===== src/rtl/dmem_port_arbiter_if.sv =====
// Request/response bundle between the MEM stage, the debug/DMA port and the data memory.
// The arbiter takes the slave side; requesters and the memory take the master side.
interface dmem_port_arbiter_if #(
  parameter int DM_ADDRESS = 9,
  parameter int DATA_W     = 32
);
  logic                  p_req;
  logic                  p_we;
  logic [2:0]            p_funct3;
  logic [DM_ADDRESS-1:0] p_addr;
  logic [DATA_W-1:0]     p_wdata;
  logic                  p_gnt;
  logic                  p_stall;
  logic                  p_rvalid;
  logic [DATA_W-1:0]     p_rdata;
  logic                  p_err;

  logic                  d_req;
  logic                  d_we;
  logic [DM_ADDRESS-1:0] d_addr;
  logic [DATA_W-1:0]     d_wdata;
  logic                  d_gnt;
  logic                  d_rvalid;
  logic [DATA_W-1:0]     d_rdata;

  logic [DM_ADDRESS-1:0] m_raddr;
  logic [DM_ADDRESS-1:0] m_waddr;
  logic [3:0]            m_wr;
  logic [DATA_W-1:0]     m_wdata;
  logic [DATA_W-1:0]     m_rdata;

  modport slave (
    input  p_req, p_we, p_funct3, p_addr, p_wdata,
    output p_gnt, p_stall, p_rvalid, p_rdata, p_err,
    input  d_req, d_we, d_addr, d_wdata,
    output d_gnt, d_rvalid, d_rdata,
    output m_raddr, m_waddr, m_wr, m_wdata,
    input  m_rdata
  );

  modport master (
    output p_req, p_we, p_funct3, p_addr, p_wdata,
    input  p_gnt, p_stall, p_rvalid, p_rdata, p_err,
    output d_req, d_we, d_addr, d_wdata,
    input  d_gnt, d_rvalid, d_rdata,
    input  m_raddr, m_waddr, m_wr, m_wdata,
    output m_rdata
  );
endinterface


===== src/rtl/dmem_port_arbiter.sv =====
// Two-requester data-memory port: pipeline (all RV32I widths) and word-only debug port,
// with starvation-bounded pipeline priority and one-cycle read sequencing.
module dmem_port_arbiter #(
  parameter int DM_ADDRESS = 9,
  parameter int DATA_W     = 32,
  parameter int STARVE_MAX = 4
) (
  input logic                clk,
  input logic                reset,
  dmem_port_arbiter_if.slave bus
);

  localparam int CW = (STARVE_MAX < 1) ? 1 : $clog2(STARVE_MAX + 1);
  localparam logic [CW-1:0] STARVE_LIM = CW'(STARVE_MAX);

  typedef enum logic [1:0] {IDLE, P_RD, D_RD} state_t;

  state_t        state, state_nxt;
  logic [CW-1:0] starve;
  logic [1:0]    off_q;
  logic [2:0]    f3_q;

  logic       d_win, p_win;
  logic       p_gnt_i, d_gnt_i;
  logic       p_mis;
  logic [1:0] a_lo;
  logic [7:0]        rbyte;
  logic [15:0]       rhalf;
  logic [DATA_W-1:0] p_fmt;
  logic              unused_addr_lo;

  assign a_lo           = bus.p_addr[1:0];
  assign unused_addr_lo = &{1'b0, bus.d_addr[1:0]};

  // Undefined funct3 encodings are folded into the misaligned path.
  always_comb begin
    p_mis = 1'b1;
    case (bus.p_funct3)
      3'b000, 3'b100: p_mis = 1'b0;
      3'b001, 3'b101: p_mis = a_lo[0];
      3'b010:         p_mis = (a_lo != 2'b00);
      default:        p_mis = 1'b1;
    endcase
  end

  always_comb begin
    d_win   = bus.d_req & (~bus.p_req | (starve == STARVE_LIM));
    p_win   = bus.p_req & ~d_win;
    p_gnt_i = (state == IDLE) & ~reset & p_win;
    d_gnt_i = (state == IDLE) & ~reset & d_win;
  end

  // State register
  always_ff @(posedge clk or posedge reset) begin
    if (reset) state <= IDLE;
    else       state <= state_nxt;
  end

  // Next-state logic
  always_comb begin
    state_nxt = IDLE;
    case (state)
      IDLE: begin
        if (d_gnt_i && !bus.d_we)               state_nxt = D_RD;
        else if (p_gnt_i && !bus.p_we && !p_mis) state_nxt = P_RD;
        else                                     state_nxt = IDLE;
      end
      P_RD:    state_nxt = IDLE;
      D_RD:    state_nxt = IDLE;
      default: state_nxt = IDLE;
    endcase
  end

  always_ff @(posedge clk or posedge reset) begin
    if (reset) begin
      starve <= '0;
      off_q  <= '0;
      f3_q   <= '0;
    end else begin
      if (d_gnt_i || !bus.d_req) starve <= '0;
      else if (p_gnt_i)          starve <= starve + CW'(1);
      if (p_gnt_i && !bus.p_we) begin
        off_q <= a_lo;
        f3_q  <= bus.p_funct3;
      end
    end
  end

  // Load lane selection and extension from the registered offset/width.
  always_comb begin
    case (off_q)
      2'd0:    rbyte = bus.m_rdata[7:0];
      2'd1:    rbyte = bus.m_rdata[15:8];
      2'd2:    rbyte = bus.m_rdata[23:16];
      default: rbyte = bus.m_rdata[31:24];
    endcase
    rhalf = off_q[1] ? bus.m_rdata[31:16] : bus.m_rdata[15:0];
    case (f3_q)
      3'b000:  p_fmt = {{(DATA_W-8){rbyte[7]}}, rbyte};
      3'b100:  p_fmt = {{(DATA_W-8){1'b0}}, rbyte};
      3'b001:  p_fmt = {{(DATA_W-16){rhalf[15]}}, rhalf};
      3'b101:  p_fmt = {{(DATA_W-16){1'b0}}, rhalf};
      3'b010:  p_fmt = bus.m_rdata;
      default: p_fmt = '0;
    endcase
  end

  // Output logic
  always_comb begin
    bus.p_gnt    = p_gnt_i;
    bus.d_gnt    = d_gnt_i;
    bus.p_stall  = bus.p_req & ~p_gnt_i;
    bus.p_err    = p_gnt_i & p_mis;
    bus.p_rvalid = (state == P_RD);
    bus.d_rvalid = (state == D_RD);
    bus.p_rdata  = bus.p_rvalid ? p_fmt : '0;
    bus.d_rdata  = bus.d_rvalid ? bus.m_rdata : '0;

    bus.m_raddr  = d_gnt_i ? {bus.d_addr[DM_ADDRESS-1:2], 2'b00} : bus.p_addr;
    bus.m_waddr  = {bus.m_raddr[DM_ADDRESS-1:2], 2'b00};

    bus.m_wdata  = bus.p_wdata;
    if (d_gnt_i) begin
      bus.m_wdata = bus.d_wdata;
    end else begin
      case (bus.p_funct3[1:0])
        2'b00:   bus.m_wdata = {4{bus.p_wdata[7:0]}};
        2'b01:   bus.m_wdata = {2{bus.p_wdata[15:0]}};
        default: bus.m_wdata = bus.p_wdata;
      endcase
    end

    bus.m_wr = 4'b0000;
    if (d_gnt_i && bus.d_we) begin
      bus.m_wr = 4'b1111;
    end else if (p_gnt_i && bus.p_we && !p_mis) begin
      case (bus.p_funct3[1:0])
        2'b00:   bus.m_wr = 4'b0001 << a_lo;
        2'b01:   bus.m_wr = a_lo[1] ? 4'b1100 : 4'b0011;
        default: bus.m_wr = 4'b1111;
      endcase
    end
  end

endmodule

===== src/flat_wrapper.sv =====
// flat-port wrapper written by rule: the top's interface ports become plain ports
module dmem_port_arbiter_flat 
#(
  parameter int DM_ADDRESS = 9,
  parameter int DATA_W     = 32,
  parameter int STARVE_MAX = 4
)
  (clk, reset, bus_p_req, bus_p_we, bus_p_funct3, bus_p_addr, bus_p_wdata, bus_p_gnt, bus_p_stall, bus_p_rvalid, bus_p_rdata, bus_p_err, bus_d_req, bus_d_we, bus_d_addr, bus_d_wdata, bus_d_gnt, bus_d_rvalid, bus_d_rdata, bus_m_raddr, bus_m_waddr, bus_m_wr, bus_m_wdata, bus_m_rdata);
  dmem_port_arbiter_if #(.DM_ADDRESS(DM_ADDRESS), .DATA_W(DATA_W)) bus_i ();
  input logic clk;
  input logic reset;
  input wire logic [$bits(bus_i.p_req)-1:0] bus_p_req;
  input wire logic [$bits(bus_i.p_we)-1:0] bus_p_we;
  input wire logic [$bits(bus_i.p_funct3)-1:0] bus_p_funct3;
  input wire logic [$bits(bus_i.p_addr)-1:0] bus_p_addr;
  input wire logic [$bits(bus_i.p_wdata)-1:0] bus_p_wdata;
  output wire logic [$bits(bus_i.p_gnt)-1:0] bus_p_gnt;
  output wire logic [$bits(bus_i.p_stall)-1:0] bus_p_stall;
  output wire logic [$bits(bus_i.p_rvalid)-1:0] bus_p_rvalid;
  output wire logic [$bits(bus_i.p_rdata)-1:0] bus_p_rdata;
  output wire logic [$bits(bus_i.p_err)-1:0] bus_p_err;
  input wire logic [$bits(bus_i.d_req)-1:0] bus_d_req;
  input wire logic [$bits(bus_i.d_we)-1:0] bus_d_we;
  input wire logic [$bits(bus_i.d_addr)-1:0] bus_d_addr;
  input wire logic [$bits(bus_i.d_wdata)-1:0] bus_d_wdata;
  output wire logic [$bits(bus_i.d_gnt)-1:0] bus_d_gnt;
  output wire logic [$bits(bus_i.d_rvalid)-1:0] bus_d_rvalid;
  output wire logic [$bits(bus_i.d_rdata)-1:0] bus_d_rdata;
  output wire logic [$bits(bus_i.m_raddr)-1:0] bus_m_raddr;
  output wire logic [$bits(bus_i.m_waddr)-1:0] bus_m_waddr;
  output wire logic [$bits(bus_i.m_wr)-1:0] bus_m_wr;
  output wire logic [$bits(bus_i.m_wdata)-1:0] bus_m_wdata;
  input wire logic [$bits(bus_i.m_rdata)-1:0] bus_m_rdata;
  assign bus_i.p_req = bus_p_req;
  assign bus_i.p_we = bus_p_we;
  assign bus_i.p_funct3 = bus_p_funct3;
  assign bus_i.p_addr = bus_p_addr;
  assign bus_i.p_wdata = bus_p_wdata;
  assign bus_p_gnt = bus_i.p_gnt;
  assign bus_p_stall = bus_i.p_stall;
  assign bus_p_rvalid = bus_i.p_rvalid;
  assign bus_p_rdata = bus_i.p_rdata;
  assign bus_p_err = bus_i.p_err;
  assign bus_i.d_req = bus_d_req;
  assign bus_i.d_we = bus_d_we;
  assign bus_i.d_addr = bus_d_addr;
  assign bus_i.d_wdata = bus_d_wdata;
  assign bus_d_gnt = bus_i.d_gnt;
  assign bus_d_rvalid = bus_i.d_rvalid;
  assign bus_d_rdata = bus_i.d_rdata;
  assign bus_m_raddr = bus_i.m_raddr;
  assign bus_m_waddr = bus_i.m_waddr;
  assign bus_m_wr = bus_i.m_wr;
  assign bus_m_wdata = bus_i.m_wdata;
  assign bus_i.m_rdata = bus_m_rdata;
  dmem_port_arbiter #(.DM_ADDRESS(DM_ADDRESS), .DATA_W(DATA_W), .STARVE_MAX(STARVE_MAX)) u_core (.clk(clk), .reset(reset), .bus(bus_i));
endmodule

===== config.mk =====
export PLATFORM = sky130hd
export DESIGN_NAME = dmem_port_arbiter_flat
export DESIGN_NICKNAME = d
export VERILOG_FILES = /design/src/rtl/dmem_port_arbiter_if.sv /design/src/rtl/dmem_port_arbiter.sv /design/src/flat_wrapper.sv
export SDC_FILE = /design/constraint.sdc
export NUM_CORES = 1
export LEC_CHECK = 0
export CORE_AREA = 2 2 95 97
export CTS_BUF_LIST = sky130_fd_sc_hd__clkbuf_16
export DETAILED_ROUTE_END_ITERATION = 7
export DIE_AREA = 0 0 97 99
export GPL_TIMING_DRIVEN = 0
export HOLD_SLACK_MARGIN = 0.15
export PLACE_DENSITY = 0.8
export SKIP_LAST_GASP = 1
export SYNTH_ARGS = -nofsm -noshare
export SYNTH_HDL_FRONTEND = slang
export SYNTH_SLANG_ARGS = --single-unit

===== constraint.sdc =====
create_clock -name clk -period 3.54 [get_ports clk]
set_input_delay 0.354 -clock clk [delete_from_list [all_inputs] [get_ports clk]]
set_output_delay 0.354 -clock clk [all_outputs]
set_load 0.05 [all_outputs]

==> reports/results.ini, run 1 <==
[outcome]
status=completed

[timing]
worst_slack_ps=199
slew_headroom=0.393
fin_skew_ps=0.775
period_share=0.944
drv_slew=0
rsz0062_at_grt=no
timing.hold.ws_ps=482
fmax_mhz=299
fin_crit_ps=3340
setup_violations=0
worstMarginPinSlew_ps=907
finalHoldViolCount=0
setup_tns_ps=0

[route]
drtIter0Drc=84
antenna_left=0
avgViaCountPerCell=5.05
routedWlPerCell_um=17.7
vias=3543
drt-total-wl_um=12400
dr.pass1.iters=4
route.detailed.drc=0

[floorplanning]
fp.dieH_um=99
start_util=0.279
fp-row-count=34
die-area_sq_um=9600
ios=247
core_sq_um=8550
dieWidth_um=97

[power]
peakVddDrop_mv=0.147
p_per_area_nw_per_um2=244
total_power_mw=1.23
leakagePower_nw=1.99

[synth]
synth_top_family_by_area=multiplexers
synth_cell_types=39
synthMuxAreaShare=0.286
netlist_area_sq_um=2380
synthAdderAreaFrac=0.0105
netlist.area_leader.share=0.147
synth_xor_area_frac=0
synth_simple_gate_area_frac=0.277
avgSynthCellArea_sq_um=6.89
synth_compound_area_frac=0.231
ys_warn_count=0
synth-seq-cells=10
syn_inst=346
seq_area_frac_synth=0.105
synth.area.top_cells=mux2i_1 15%, a21oi_1 13%, dfrtp_1 11%
synth_top_area_cell=mux2i_1

[cells_and_area]
syn2layout_area_growth_pct=111
fillers=778
final_util=0.588
design_area_sq_um=5020
fin_nets=719
seq_area_sq_um=250
instances_no_fill=701
drive_gt1_frac=0.0995
multi_input_area_sq_um=1920
diodes=0

[global_routing]
antenna_found_initial=0
grt_start_max_net_pins=11
track_usage=0.243
grt_pass1_vias=3592
grt_overflow=0
grt_pass1_wl_um=18800

[placement]
dp_cells=697
dp.final_hpwl_um=10500
placed_cell_area_sq_um=4940
portBuffers=242
gp_congestion=0.925
preCtsSetupSlack_ps=94.1

[clock_tree]
htree_levels=1
postCtsResizedCells=0
path_clk_slew_ps=40
cts_buffer_depth=2
cts_root_buffer=clkbuf_16
ctsHoldBuffers=0
cts_tree=yes
clock_sinks=10
cts_buffers=3
postCtsSetupBuffers=0
clock_latency_ps=240

[critical_path]
cp-end-kind=output pin
critPathLaunchType=primary input
worst-setup-path-type=primary input to output pin
cp.required_ps=3190
cp.arrival_ps=2990
crit_fanout=10

[run]
drv_cap=0

[worst_hold_path]
hold_path_class=primary input to asynchronous set/reset pin

## final timing paths
check                      slack, ps                to  cells after the start        startpoint
max reg2reg                     1650    u_core.f3_q[1]                      7  u_core.starve[0]
min                              480  u_core.starve[0]                      2             reset
min in group clk                 550  u_core.starve[0]                      2  u_core.starve[0]
max in group asynchronous       2790    u_core.f3_q[1]                      2             reset
min reg2reg                      550  u_core.starve[0]                      2  u_core.starve[0]
max                              200   bus_m_wdata[23]                      6   bus_p_funct3[1]
## final cells by class
class                           instances  area share
Buffer                                 34      0.0361
Clock buffer                            3      0.0149
Clock inverter                          1    0.000747
Inverter                                8     0.00598
Multi-Input combinational cell        295       0.383
Sequential cell                        10      0.0498
Tap cell                              108      0.0269
Timing Repair Buffer                  242       0.483
## worst max-delay path, cell delays in order
cell and delay, ps:
clkdlybuf4s50_1 540, buf_2 240, clkbuf_1 580, mux2i_1 180
a21oi_1 200, clkdlybuf4s50_1 880
## cells by family after synthesis
family          after synthesis
compound gates               92
simple gates                136
flops                        10
other cells                   1
fa+ha+maj                     2
mux                          63
buf+inv                      42
## Yosys cell counts (all sizes together)
| master | number |
|---|---|
| clkbuf | 14 |
| o21ai | 12 |
| buf | 20 |
| or2 | 1 |
| nor2b | 1 |
| nand3b | 1 |
| nand2 | 46 |
| mux2i | 35 |
| ha | 2 |
| nor3 | 2 |
| and3 | 2 |
| nand3 | 5 |
| dfrtp | 10 |
| nand2b | 3 |
| inv | 8 |
| a21bo | 1 |
| a21boi | 1 |
| and2b | 3 |
| o31a | 1 |
| or3 | 1 |
| conb | 1 |
| mux2 | 28 |
| nor2 | 35 |
| a221o | 7 |
| o22ai | 1 |
| a21oi | 62 |
| nor3b | 2 |
| o21ba | 1 |
| a211oi | 1 |
| o2bb2ai | 5 |
| and2 | 34 |
## where the power goes
group	leakage [nW]	switching [mW]	total, mW	internal, mW
clock	0.0385	0.0517	0.200	0.148
combinational	1.83	0.503	0.873	0.370
sequential	0.128	0.0234	0.154	0.131
total	1.99	0.578	1.23	0.648
## registers in the layout, indices dropped and copies added (netlist names)
name           cells
u_core.f3_q        3
u_core.starve      3
u_core.off_q       2
u_core.state       2
## routing by layer
layer | global-route usage | vias up | wire length, um
li1 | - | 1685 | -
met1 | 0.244 | 1595 | 4240
met2 | 0.475 | 226 | 6570
met3 | 0.0489 | 37 | 1040
met4 | 0.116 | 0 | 538
met5 | 0 | - | 0
## layout by cell type (no fill, tap or decap), types with 2 or more instances in the layout
cell type and instances:
clkdlybuf4s50_1 241, a21oi_1 61, nand2_1 46, nor2_1 35, mux2i_1 35, and2_1 34
mux2_2 22, clkbuf_1 14, o21ai_0 12, buf_2 10, dfrtp_1 10, buf_4 9
inv_1 8, a221o_1 7, nand3_1 5, o2bb2ai_1 5, mux2_4 4, nand2b_1 3
clkbuf_16 3, nor3_1 2, and2b_2 2, mux2_1 2, ha_1 2, conb_1 2
Power figures use the tool's default switching activity.
==> inputs of run 2 (changes only) <==
--- a/config.mk
+++ b/config.mk
@@ -5,6 +5,7 @@
 export SDC_FILE = /design/constraint.sdc
 export NUM_CORES = 1
 export LEC_CHECK = 0
+export CAP_MARGIN = 15
 export CORE_AREA = 2 2 95 97
 export CTS_BUF_LIST = sky130_fd_sc_hd__clkbuf_16
 export DETAILED_ROUTE_END_ITERATION = 7
@@ -13,6 +14,7 @@
 export HOLD_SLACK_MARGIN = 0.15
 export PLACE_DENSITY = 0.8
 export SKIP_LAST_GASP = 1
+export SLEW_MARGIN = 20
 export SYNTH_ARGS = -nofsm -noshare
 export SYNTH_HDL_FRONTEND = slang
 export SYNTH_SLANG_ARGS = --single-unit
==> results of run 2 <==
No change in the layout: final DEF, timing and power equal those of run 1.
==> inputs of run 3 (changes only) <==
--- a/config.mk
+++ b/config.mk
@@ -13,6 +13,7 @@
 export GPL_TIMING_DRIVEN = 0
 export HOLD_SLACK_MARGIN = 0.15
 export PLACE_DENSITY = 0.8
+export SETUP_SLACK_MARGIN = 0.05
 export SKIP_LAST_GASP = 1
 export SLEW_MARGIN = 20
 export SYNTH_ARGS = -nofsm -noshare
==> run 3 against run 2 <==
  * Via count down 0.51%
  * Flip-flop and latch count unchanged
  * Clock power about the same
  * Routed wire length down 0.36%
  * Largest power group unchanged
  * Highest routed layer unchanged
==> reports/results.ini, run 3 (synthesis gave the netlist of run 1 again) <==
[global_routing]
grt_pass1_vias=3592  ; unchanged
grt_pass1_wl_um=18800  ; unchanged
grt_overflow=0  ; unchanged
grt_start_max_net_pins=11  ; unchanged
track_usage=0.243  ; unchanged
antenna_found_initial=0  ; unchanged

[clock_tree]
cts_buffers=3  ; unchanged
clock_sinks=10  ; unchanged
htree_levels=1  ; unchanged
cts_tree=yes
path_clk_slew_ps=40  ; about the same
clock_latency_ps=240  ; about the same
cts_root_buffer=clkbuf_16
cts_buffer_depth=2  ; unchanged

[critical_path]
critPathLaunchType=primary input
worst-r2r-cell-count=7  ; unchanged
r2r_slack_ps=1650  ; about the same
endpoint=bus_m_wdata[11]
cp.arrival_ps=2950  ; -40 ps
worst-setup-path-type=primary input to output pin
cp-end-kind=output pin
slowest_stage=clkdlybuf4s50_1
r2r-start=u_core.starve[0]
crit_fanout=10  ; unchanged
startpoint=reset
worst_path_largest_cell_delay_ps=830  ; -50 ps
r2r_end=u_core.off_q[1]
cp.required_ps=3190  ; about the same
worstPathCellList=clkdlybuf4s50_1 > nor3_1 > nand3_1 > buf_2 > buf_2 > a21oi_1 > clkdlybuf4s50_1

[timing]
drv_slew=0  ; unchanged
worstMarginPinSlew_ps=906  ; -0.648 ps
worst_slack_ps=235  ; +36.2 ps
slew_headroom=0.394  ; +0.000434
fmax_mhz=303  ; +1.1%
rsz0062_at_grt=no
period_share=0.933  ; -0.0102
setup_tns_ps=0  ; unchanged
finalHoldViolCount=0  ; unchanged
fin_crit_ps=3300  ; -36.2 ps
setup_violations=0  ; unchanged
fin_skew_ps=0.581  ; -0.194 ps

[floorplanning]
start_util=0.279  ; unchanged
ios=247  ; unchanged
dieWidth_um=97  ; unchanged
fp.dieH_um=99  ; unchanged
fp-row-count=34  ; unchanged
core_sq_um=8550  ; unchanged
die-area_sq_um=9600  ; unchanged

[cells_and_area]
diodes=0  ; unchanged
fillers=778  ; unchanged
drive_gt1_frac=0.0995  ; unchanged
multi_input_area_sq_um=1920  ; unchanged
final_common_cell=clkdlybuf4s50_1
fin_nets=719  ; unchanged
syn2layout_area_growth_pct=111  ; about the same
seq_area_sq_um=250  ; unchanged
top_regs=u_core.f3_q (3), u_core.starve (3)
mostFrequentLayoutCells=240 x clkdlybuf4s50_1, 61 x a21oi_1, 46 x nand2_1, 35 x nor2_1, 35 x mux2i_1

[worst_hold_path]
hold_path_class=primary input to asynchronous set/reset pin

[outcome]
status=completed

[placement]
dp.final_hpwl_um=10500  ; unchanged
preCtsSetupSlack_ps=94.1  ; unchanged
gp_congestion=0.925  ; unchanged
portBuffers=242  ; unchanged

[route]
vias=3525  ; -0.51%
avgViaCountPerCell=5.03  ; -0.51%
antenna_left=0  ; unchanged
dr.pass1.iters=5  ; +1
drt-total-wl_um=12300  ; -0.36%
routedWlPerCell_um=17.6  ; -0.36%
route.detailed.drc=0  ; unchanged
drtIter0Drc=89  ; +6.0%

[run]
drv_cap=0  ; unchanged

[power]
p_per_area_nw_per_um2=244  ; -0.13%
peakVddDrop_mv=0.147  ; about the same
leakagePower_nw=2.00  ; +0.43%

==> run 3: repair_timing <==
item,4_1_cts,5_1_grt
setup endpoints to repair,0,2
hold buffers,0,0
buffers inserted,0,0
resized for setup,0,2
==> run 3: critical path: cells and delay by family <==
family / cells / cell delay, ps
buffers and inverters: 4 / 1770
AO/OA/AOI/OAI: 1 / 180
AND/OR/NAND/NOR: 2 / 640
==> run 3: where the power goes <==
part	internal [mW]	leakage (nW)	switching, mW	total (mW)
clock	0.148	0.0385	0.0515	0.199
sequential	0.131	0.128	0.0234	0.154
combinational	0.370	1.84	0.502	0.872
==> run 3: cell type report <==
cell class                      count  share of cell area
Timing Repair Buffer              242               0.483
Multi-Input combinational cell    295               0.383
Sequential cell                    10              0.0498
Buffer                             34              0.0361
Tap cell                          108              0.0269
Clock buffer                        3              0.0149
Inverter                            8             0.00597
Clock inverter                      1            0.000747
==> run 3: worst min-delay path by stage <==
stage / startpoint / to / slack, ps / cells past startpoint
2_1_floorplan: reset / u_core.f3_q[0] / 190 / 1
3_3_place_gp: u_core.starve[0] / u_core.starve[0] / 510 / 2
3_5_place_dp: u_core.starve[0] / u_core.starve[0] / 530 / 2
4_1_cts: reset / u_core.state[1] / 500 / 2
5_1_grt: reset / u_core.f3_q[0] / 520 / 2
6_report: reset / u_core.starve[0] / 480 / 2
==> run 3: per-stage QoR <==
| stage | instance area [sq um] | total power, mW | hold slack (ps) | util | cells |
|---|---|---|---|---|---|
| after floorplan | 2390 | 0.673 | 194 | - | 347 |
| after global placement | 4940 | 1.01 | 512 | 0.578 | 697 |
| after detailed placement | 4940 | 1.02 | 527 | 0.578 | 697 |
| after CTS | 5020 | 1.23 | 499 | 0.587 | 701 |
| after global routing | 5030 | 1.29 | 520 | 0.588 | 701 |
| final | 5030 | 1.23 | 482 | 0.588 | 701 |
==> run 3: metal layers <==
metal	vias to the layer above	global-route usage	wire (um)
met4	0	0.116	556
met1	1580	0.244	4190
met3	37	0.0489	1040
met2	221	0.475	6560
li1	1687	-	-
met5	-	0	0
